`config.mk`:
```
export PLATFORM = sky130hd
export DESIGN_NAME = vpx_cmd_link_ctrl
export DESIGN_NICKNAME = d
export VERILOG_FILES = /design/src/rtl/vpx_link_pkg.sv /design/src/rtl/vpx_cmd_rx_deser.sv /design/src/rtl/vpx_cmd_link_ctrl.sv
export SDC_FILE = /design/constraint.sdc
export NUM_CORES = 1
export LEC_CHECK = 0
export CAP_MARGIN = 20
export CORE_UTILIZATION = 40
export CTS_BUF_LIST = sky130_fd_sc_hd__clkbuf_16
export CTS_CLUSTER_DIAMETER = 200
export DETAILED_ROUTE_END_ITERATION = 10
export RECOVER_POWER = 50
export SLEW_MARGIN = 40
export SYNTH_ARGS = -nofsm -noshare
export SYNTH_HDL_FRONTEND = slang
export SYNTH_SLANG_ARGS = --single-unit
```
`constraint.sdc`:
```
create_clock -name CLK -period 2.08 [get_ports CLK]
set_input_delay 0.312 -clock CLK [delete_from_list [all_inputs] [get_ports CLK]]
set_output_delay 0.312 -clock CLK [all_outputs]
set_load 0.05 [all_outputs]
```
`src/rtl/vpx_link_pkg.sv`:
```
`default_nettype none
// ============================================================================
// Module      : vpx_link_pkg
// Description : Shared types and constants for the VPX command link.
//               - link_state_t : direction/serializer FSM state encoding
//               - c_DEF_WORD_W / c_DEF_TURN_CYC : default parameter values
//               - beat_count() : 2-bit beats per frame for a given word width
//               Optional feature macro: VPX_LINK_PARITY_EN (adds a parity beat)
// Revision    : 1.0 - initial release
// ============================================================================
package vpx_link_pkg;

    localparam int c_DEF_WORD_W   = 16;
    localparam int c_DEF_TURN_CYC = 2;

    typedef enum logic [1:0] {
        ST_IDLE    = 2'd0,
        ST_TURN_TX = 2'd1,
        ST_SHIFT   = 2'd2,
        ST_TURN_RX = 2'd3
    } link_state_t;

    // Number of 2-bit beats in one frame on the wire.
    function automatic int beat_count(input int word_w);
`ifdef VPX_LINK_PARITY_EN
        return (word_w / 2) + 1;
`else
        return word_w / 2;
`endif
    endfunction

endpackage
`default_nettype wire

```
`src/rtl/vpx_cmd_rx_deser.sv`:
```
`default_nettype none
// ============================================================================
// Module      : vpx_cmd_rx_deser
// Description : 2-bit-beat receive deserializer for the VPX command link.
//               Shifts cmd_i_data in MSB pair first while sample_en is high,
//               strobes rx_valid after a complete frame, strobes rx_err when
//               the beat stream breaks mid-frame (or parity fails when
//               VPX_LINK_PARITY_EN is defined).
// Ports       : CLK, RST        clock / synchronous active-high reset
//               sample_en       bus released and FSM idle
//               cmd_i_dvld/data incoming beat
//               rx_valid/rx_data/rx_err  received word and strobes
//               rx_active       a frame is partially received
// Revision    : 1.0 - initial release
// ============================================================================
module vpx_cmd_rx_deser
    import vpx_link_pkg::*;
#(
    parameter int WORD_W = c_DEF_WORD_W
) (
    input  logic              CLK,
    input  logic              RST,
    input  logic              sample_en,
    input  logic              cmd_i_dvld,
    input  logic [1:0]        cmd_i_data,
    output logic              rx_valid,
    output logic [WORD_W-1:0] rx_data,
    output logic              rx_err,
    output logic              rx_active
);

    localparam int c_BEATS = beat_count(WORD_W);
    localparam int c_CW    = $clog2(c_BEATS + 1);
    localparam logic [c_CW-1:0] c_LAST = c_CW'(c_BEATS - 1);

    logic [c_CW-1:0]   r_cnt;
    logic [WORD_W-1:0] r_shift;
    logic [WORD_W-1:0] r_data;
    logic              r_valid;
    logic              r_err;
    logic [WORD_W-1:0] w_shift_next;

    assign w_shift_next = {r_shift[WORD_W-3:0], cmd_i_data};

    always_ff @(posedge CLK) begin
        if (RST) begin
            r_cnt   <= '0;
            r_shift <= '0;
            r_data  <= '0;
            r_valid <= 1'b0;
            r_err   <= 1'b0;
        end else begin
            r_valid <= 1'b0;
            r_err   <= 1'b0;
            if (sample_en) begin
                if (cmd_i_dvld) begin
                    if (r_cnt == c_LAST) begin
                        r_cnt <= '0;
`ifdef VPX_LINK_PARITY_EN
                        // Final beat is the parity pair; r_shift already
                        // holds the complete data word.
                        if (cmd_i_data == {^r_shift, ~^r_shift}) begin
                            r_data  <= r_shift;
                            r_valid <= 1'b1;
                        end else begin
                            r_err <= 1'b1;
                        end
`else
                        r_data  <= w_shift_next;
                        r_valid <= 1'b1;
`endif
                    end else begin
                        r_cnt   <= r_cnt + 1'b1;
                        r_shift <= w_shift_next;
                    end
                end else if (r_cnt != '0) begin
                    // Stream broke mid-frame: drop the partial word.
                    r_err <= 1'b1;
                    r_cnt <= '0;
                end
            end
        end
    end

    assign rx_valid  = r_valid;
    assign rx_data   = r_data;
    assign rx_err    = r_err;
    assign rx_active = (r_cnt != '0);

endmodule
`default_nettype wire

```
`src/rtl/vpx_cmd_link_ctrl.sv`:
```
`default_nettype none
// ============================================================================
// Module      : vpx_cmd_link_ctrl
// Description : Half-duplex 2-bit VPX command link controller. Round-robin
//               arbitration between host (bit0) and trigger responder (bit1),
//               bus turnaround / direction FSM, TX serializer, and an RX
//               deserializer sub-module (vpx_cmd_rx_deser).
//               Optional feature macro: VPX_LINK_PARITY_EN (parity beat).
// Ports       : CLK, RST                 clock / sync active-high reset
//               tx_valid/tx_data/tx_ready per-requester word handshake
//               cmd_dir                  1 = bus released, 0 = driven
//               cmd_o_dvld/cmd_o_data    outgoing beats
//               cmd_i_dvld/cmd_i_data    incoming beats
//               rx_valid/rx_data/rx_err  received word and strobes
//               busy                     FSM not idle
// Revision    : 1.0 - initial release
// ============================================================================
module vpx_cmd_link_ctrl
    import vpx_link_pkg::*;
#(
    parameter int WORD_W   = c_DEF_WORD_W,
    parameter int TURN_CYC = c_DEF_TURN_CYC
) (
    input  logic                CLK,
    input  logic                RST,
    input  logic [1:0]          tx_valid,
    input  logic [2*WORD_W-1:0] tx_data,
    output logic [1:0]          tx_ready,
    output logic                cmd_dir,
    output logic                cmd_o_dvld,
    output logic [1:0]          cmd_o_data,
    input  logic                cmd_i_dvld,
    input  logic [1:0]          cmd_i_data,
    output logic                rx_valid,
    output logic [WORD_W-1:0]   rx_data,
    output logic                rx_err,
    output logic                busy
);

    localparam int c_BEATS = beat_count(WORD_W);
    localparam int c_TXW   = 2 * c_BEATS;
    localparam int c_BW    = $clog2(c_BEATS + 1);
    localparam int c_TW    = (TURN_CYC > 1) ? $clog2(TURN_CYC) : 1;
    localparam logic [c_TW-1:0] c_TURN_LAST = c_TW'(TURN_CYC - 1);
    localparam logic [c_BW-1:0] c_BEAT_LAST = c_BW'(c_BEATS);

    link_state_t       r_state;
    logic              r_cmd_dir;
    logic              r_dvld;
    logic [1:0]        r_odata;
    logic              r_ptr;
    logic              r_ready_en;
    logic [c_TXW-1:0]  r_shift;
    logic [c_BW-1:0]   r_beat;
    logic [c_TW-1:0]   r_turn;

    logic              w_rx_active;
    logic              w_sample_en;
    logic              w_sel;
    logic              w_grant_ok;
    logic [1:0]        w_ready;
    logic              w_accept;
    logic [WORD_W-1:0] w_word;
    logic [c_TXW-1:0]  w_frame;

    // A sole requester wins outright; otherwise the pointer decides.
    always_comb begin
        w_sel = r_ptr;
        case (tx_valid)
            2'b01:   w_sel = 1'b0;
            2'b10:   w_sel = 1'b1;
            default: w_sel = r_ptr;
        endcase
    end

    // r_ready_en holds grants off for the first cycle out of reset. An
    // incoming beat with the counter still at zero also blocks the grant so
    // a starting RX frame is never truncated by a TX turnaround.
    assign w_grant_ok = (r_state == ST_IDLE) && r_ready_en &&
                        !w_rx_active && !cmd_i_dvld;
    assign w_ready    = w_grant_ok ? (w_sel ? 2'b10 : 2'b01) : 2'b00;
    assign w_accept   = |(tx_valid & w_ready);
    assign w_word     = w_sel ? tx_data[2*WORD_W-1:WORD_W] : tx_data[WORD_W-1:0];

`ifdef VPX_LINK_PARITY_EN
    assign w_frame = {w_word, ^w_word, ~^w_word};
`else
    assign w_frame = w_word;
`endif

    assign w_sample_en = (r_state == ST_IDLE) && r_cmd_dir;

    always_ff @(posedge CLK) begin
        if (RST) begin
            r_state    <= ST_IDLE;
            r_cmd_dir  <= 1'b1;
            r_dvld     <= 1'b0;
            r_odata    <= '0;
            r_ptr      <= 1'b0;
            r_ready_en <= 1'b0;
            r_shift    <= '0;
            r_beat     <= '0;
            r_turn     <= '0;
        end else begin
            r_ready_en <= 1'b1;
            case (r_state)
                ST_IDLE: begin
                    r_cmd_dir <= 1'b1;
                    r_dvld    <= 1'b0;
                    r_odata   <= '0;
                    if (w_accept) begin
                        r_state   <= ST_TURN_TX;
                        r_cmd_dir <= 1'b0;
                        r_shift   <= w_frame;
                        r_ptr     <= ~w_sel;
                        r_turn    <= '0;
                    end
                end
                ST_TURN_TX: begin
                    if (r_turn == c_TURN_LAST) begin
                        r_state <= ST_SHIFT;
                        r_dvld  <= 1'b1;
                        r_odata <= r_shift[c_TXW-1 -: 2];
                        r_shift <= {r_shift[c_TXW-3:0], 2'b00};
                        r_beat  <= c_BW'(1);
                    end else begin
                        r_turn <= r_turn + 1'b1;
                    end
                end
                ST_SHIFT: begin
                    if (r_beat == c_BEAT_LAST) begin
                        r_state <= ST_TURN_RX;
                        r_dvld  <= 1'b0;
                        r_odata <= '0;
                        r_turn  <= '0;
                    end else begin
                        r_odata <= r_shift[c_TXW-1 -: 2];
                        r_shift <= {r_shift[c_TXW-3:0], 2'b00};
                        r_beat  <= r_beat + 1'b1;
                    end
                end
                ST_TURN_RX: begin
                    if (r_turn == c_TURN_LAST) begin
                        r_state   <= ST_IDLE;
                        r_cmd_dir <= 1'b1;
                    end else begin
                        r_turn <= r_turn + 1'b1;
                    end
                end
                default: begin
                    r_state   <= ST_IDLE;
                    r_cmd_dir <= 1'b1;
                    r_dvld    <= 1'b0;
                    r_odata   <= '0;
                end
            endcase
        end
    end

    vpx_cmd_rx_deser #(
        .WORD_W (WORD_W)
    ) u_rx_deser (
        .CLK        (CLK),
        .RST        (RST),
        .sample_en  (w_sample_en),
        .cmd_i_dvld (cmd_i_dvld),
        .cmd_i_data (cmd_i_data),
        .rx_valid   (rx_valid),
        .rx_data    (rx_data),
        .rx_err     (rx_err),
        .rx_active  (w_rx_active)
    );

    assign tx_ready   = w_ready;
    assign cmd_dir    = r_cmd_dir;
    assign cmd_o_dvld = r_dvld;
    assign cmd_o_data = r_odata;
    assign busy       = (r_state != ST_IDLE);

endmodule
`default_nettype wire

```
==> flow_metrics.env <==
export IMPL_drive_gt1_share_pct=16.52
export IMPL_rsz0062_at_grt="no"
export IMPL_grt_pass1_wl_mm=12.48
export IMPL_drv_slew=0
export IMPL_clockRootBuffer="clkbuf_16"
export IMPL_finalWirelength_mm=7.465
export IMPL_synthCells=384
export IMPL_avgSynthCellArea_um2=8.169
export IMPL_max_stage_delay_ns=0.37
export IMPL_num_io_pins=64
export IMPL_clkLatencyLatePin_ns=0.33
export IMPL_clock_skew_ns=0.007028
export IMPL_gp_congestion=0.7765
export IMPL_dp_hpwl_mm=4.743
export IMPL_wl_per_cell_um=13.21
export IMPL_crit_type="reg2reg"
export IMPL_grt_overflow=0
export IMPL_worstPathRequired_ns=2.29
export IMPL_cts_tree="yes"
export IMPL_clkSinkCount=65
export IMPL_die_x_um=90.56
export IMPL_status="completed"
export IMPL_start_util_pct=42.34
export IMPL_synth_seq_cells=65
export IMPL_die_h_um=90.56
export IMPL_setup_violations=0
export IMPL_area_growth_pct=42.04
export IMPL_clock_path_buffers=2
export IMPL_dr_total_vias=2862
export IMPL_grt_pass1_vias=2642
export IMPL_crit_arrival_ns=2.22
export IMPL_drc=0
export IMPL_worstMarginPinSlew_ns=0.9789
export IMPL_min_period_ns=2.003
export IMPL_clkTransAtPathRegs_ns=0.06
export IMPL_leakagePower_nw=1.817
export IMPL_cts_made_buffers=9
export IMPL_synth_distinct_cells=40
export IMPL_crit_slowest_cell="dfxtp_1"
export IMPL_p_total_mw=4.904
export IMPL_crit_buf_inv=2
export IMPL_antenna_found_initial=0
export IMPL_slew_headroom_pct=34.74
export IMPL_h_tree_depth=3
export IMPL_yosys_warnings=0
export IMPL_max_clock_freq_ghz=0.4992
export IMPL_synth_nets=433
export IMPL_power_density_mw_per_mm2=1101
export IMPL_dieArea_mm2=0.008200
export IMPL_io_buffers=63
export IMPL_ant_nets=0
export IMPL_hold_class="reg2reg"
export IMPL_initialDrtViolationCount=100
export IMPL_first_pass_iters=4
export IMPL_cp_top_family="compound AO/OA/AOI/OAI gates"
export IMPL_num_rows=31
export IMPL_worstSetupStartpointType="register"
export IMPL_postLayoutCoreUtil_pct=60.14
export IMPL_crit_path_cell_trace="inv_1, ha_1, nor2b_1, a211o_1, a211o_4, bufbuf_16, mux2i_1"
export IMPL_hold_viol=0
export IMPL_via_per_inst=5.065
export IMPL_cap_viol_max_count=0
export IMPL_path_max_fanout=7
export IMPL_grt_usage_pct=18.94
export IMPL_end_kind="register"
export IMPL_diodes=0
export IMPL_vdd_drop_max_mv=0.5292
export IMPL_yosysSeqAreaShare_pct=41.48
export IMPL_layout_worst_path_cycle_share_pct=96.31
export IMPL_coreArea_mm2=0.007408
export IMPL_hold_buffers=0
export IMPL_nets=510
export IMPL_grt_max_degree=46
export IMPL_synth_area_mm2=0.003137
==> per-stage QoR <==
stage          cells  hold slack [ns]  worst slack, ns  instance area (um^2)  TNS, ns
2_1_floorplan    384           0.3951          0.07099                  3143        0
3_5_place_dp     541           0.4464          -0.3903                  3976   -7.066
4_1_cts          563           0.4256          0.01400                  4408        0
6_report         565           0.4469          0.07667                  4456        0
3_3_place_gp     541           0.4406          -0.3445                  3976   -6.347
5_1_grt          565           0.4638         0.004320                  4456        0
==> registers in the layout, indices dropped and copies added (netlist names), 2 cells and up <==
name	flops
cmd_o_data	2
r_shift	16
u_rx_deser.r_shift	14
u_rx_deser.r_cnt	4
r_state	2
u_rx_deser.rx_data	16
r_beat	4
==> layer usage <==
| layer | wire [um] | share of wire (%) | global-route usage [%] |
|---|---|---|---|
| met1 | 3551 | 48 | 24.68 |
| met3 | 283 | 3.8 | 4.545 |
| met2 | 3536 | 47 | 30.37 |
| met5 | 0 | 0 | 0 |
| met4 | 93 | 1.2 | 6.720 |
==> report_power, final <==
group          leakage [nW]  internal [mW]  total (mW)  switching (mW)
Combinational          1.13          0.833        1.77           0.936
Clock                 0.162           1.04        1.60           0.558
Sequential            0.527           1.42        1.54           0.115
Total                  1.82           3.30        4.90            1.61
==> cell usage after synthesis <==
library cell   n  area share [%]
inv_1         26             3.1
o21ai_0       24             3.8
o21a_1         1            0.24
o311a_1        1            0.32
and3_1         2            0.40
a211o_1        2            0.56
nand3_1        6            0.96
nor4b_4        1            0.76
mux2i_1       21             6.7
and3b_1        2            0.56
o211ai_1       1            0.24
nand2b_1       1            0.20
a211oi_1       3            0.72
a21oi_1       57             9.1
a2111oi_2      1            0.48
mux2_1         2            0.72
a2111oi_0      1            0.28
nor4_1         1            0.20
nand3b_1       3            0.72
buf_2          3            0.48
or3_1          1            0.20
ha_1          10             4.0
a221oi_1       1            0.28
nor3_1         5            0.80
mux2_2        14             5.0
buf_4          1            0.24
buf_1          2            0.24
clkbuf_1      17             2.0
a311oi_2       1            0.48
buf_6          1            0.36
a41o_1         1            0.32
nor2_1        11             1.3
nand4b_1       1            0.28
and2_0         1            0.20
o22ai_1        1            0.20
a32oi_1        1            0.28
nand2_1       85              10
nor2b_1        3            0.60
or4b_1         3            0.96
dfxtp_1       65              41
==> final timing paths <==
kind                                                           from                             endpoint  slack [ns]  cells past startpoint
worst max-delay path                        r_state[1]$_SDFFE_PP0P_              r_shift[9]$_SDFFE_PP0P_        0.08                      7
worst min-delay path            u_rx_deser.r_shift[13]$_SDFFE_PP0P_  u_rx_deser.rx_data[15]$_SDFFE_PP0P_        0.45                      2
worst max register to register              r_state[1]$_SDFFE_PP0P_              r_shift[9]$_SDFFE_PP0P_        0.08                      7
worst min register to register  u_rx_deser.r_shift[13]$_SDFFE_PP0P_  u_rx_deser.rx_data[15]$_SDFFE_PP0P_        0.45                      2
==> worst reg2reg max path, delay by kind of cell (launching register included) <==
kind,cells,cell delay [ns]
AO/OA/AOI/OAI,2,0.61
adder cells (fa/ha/maj),1,0.22
buffers and inverters,2,0.38
flip-flops,1,0.37
multiplexers,1,0.11
AND/OR/NAND/NOR,1,0.20
==> cell usage in the layout (no fill, tap or decap), types with 2 or more instances in the layout <==
master and n:
clkdlybuf4s50_1 36, ha_1 8, bufinv_16 2, mux2i_1 19, buf_4 21, nor3_1 5, dlygate4sd3_1 21, nand3b_1 3
mux2_2 14, dfxtp_1 63, nand3_1 5, mux2_1 2, nor2_1 10, dlygate4sd2_1 2, inv_1 24, or4b_1 3
nor2b_1 2, inv_2 3, ha_4 2, dfxtp_2 2, a211oi_1 3, buf_12 4, a21oi_1 57, clkbuf_16 9
clkinv_2 2, buf_6 3, nand2_1 84, o21ai_0 24, and3_1 2
==> layout make-up <==
class / count / area (um^2)
Clock inverter: 7 / 86.33
Timing Repair Buffer: 90 / 900.9
Inverter: 26 / 101.3
Tap cell: 99 / 123.9
Multi-Input combinational cell: 269 / 1714
Clock buffer: 9 / 225.2
Fill cell: 661 / 2953
Sequential cell: 65 / 1304
==> cells by family after synthesis <==
family / Yosys count / share of synthesized area (%)
AO/OA/AOI/OAI: 96 / 17.31
AND/OR/NAND/NOR: 126 / 18.31
flip-flops: 65 / 41.48
multiplexers: 37 / 12.45
buffers and inverters: 50 / 6.462
adder cells (fa/ha/maj): 10 / 3.989
==> timing repair <==
item | CTS | global route
setup endpoints to repair | 15 | 15
pin swaps | 3 | 1
gates resized for setup | 14 | 11
buffers inserted | 4 | 2
cloned | 2 | 0
Power figures use the tool's default switching activity.
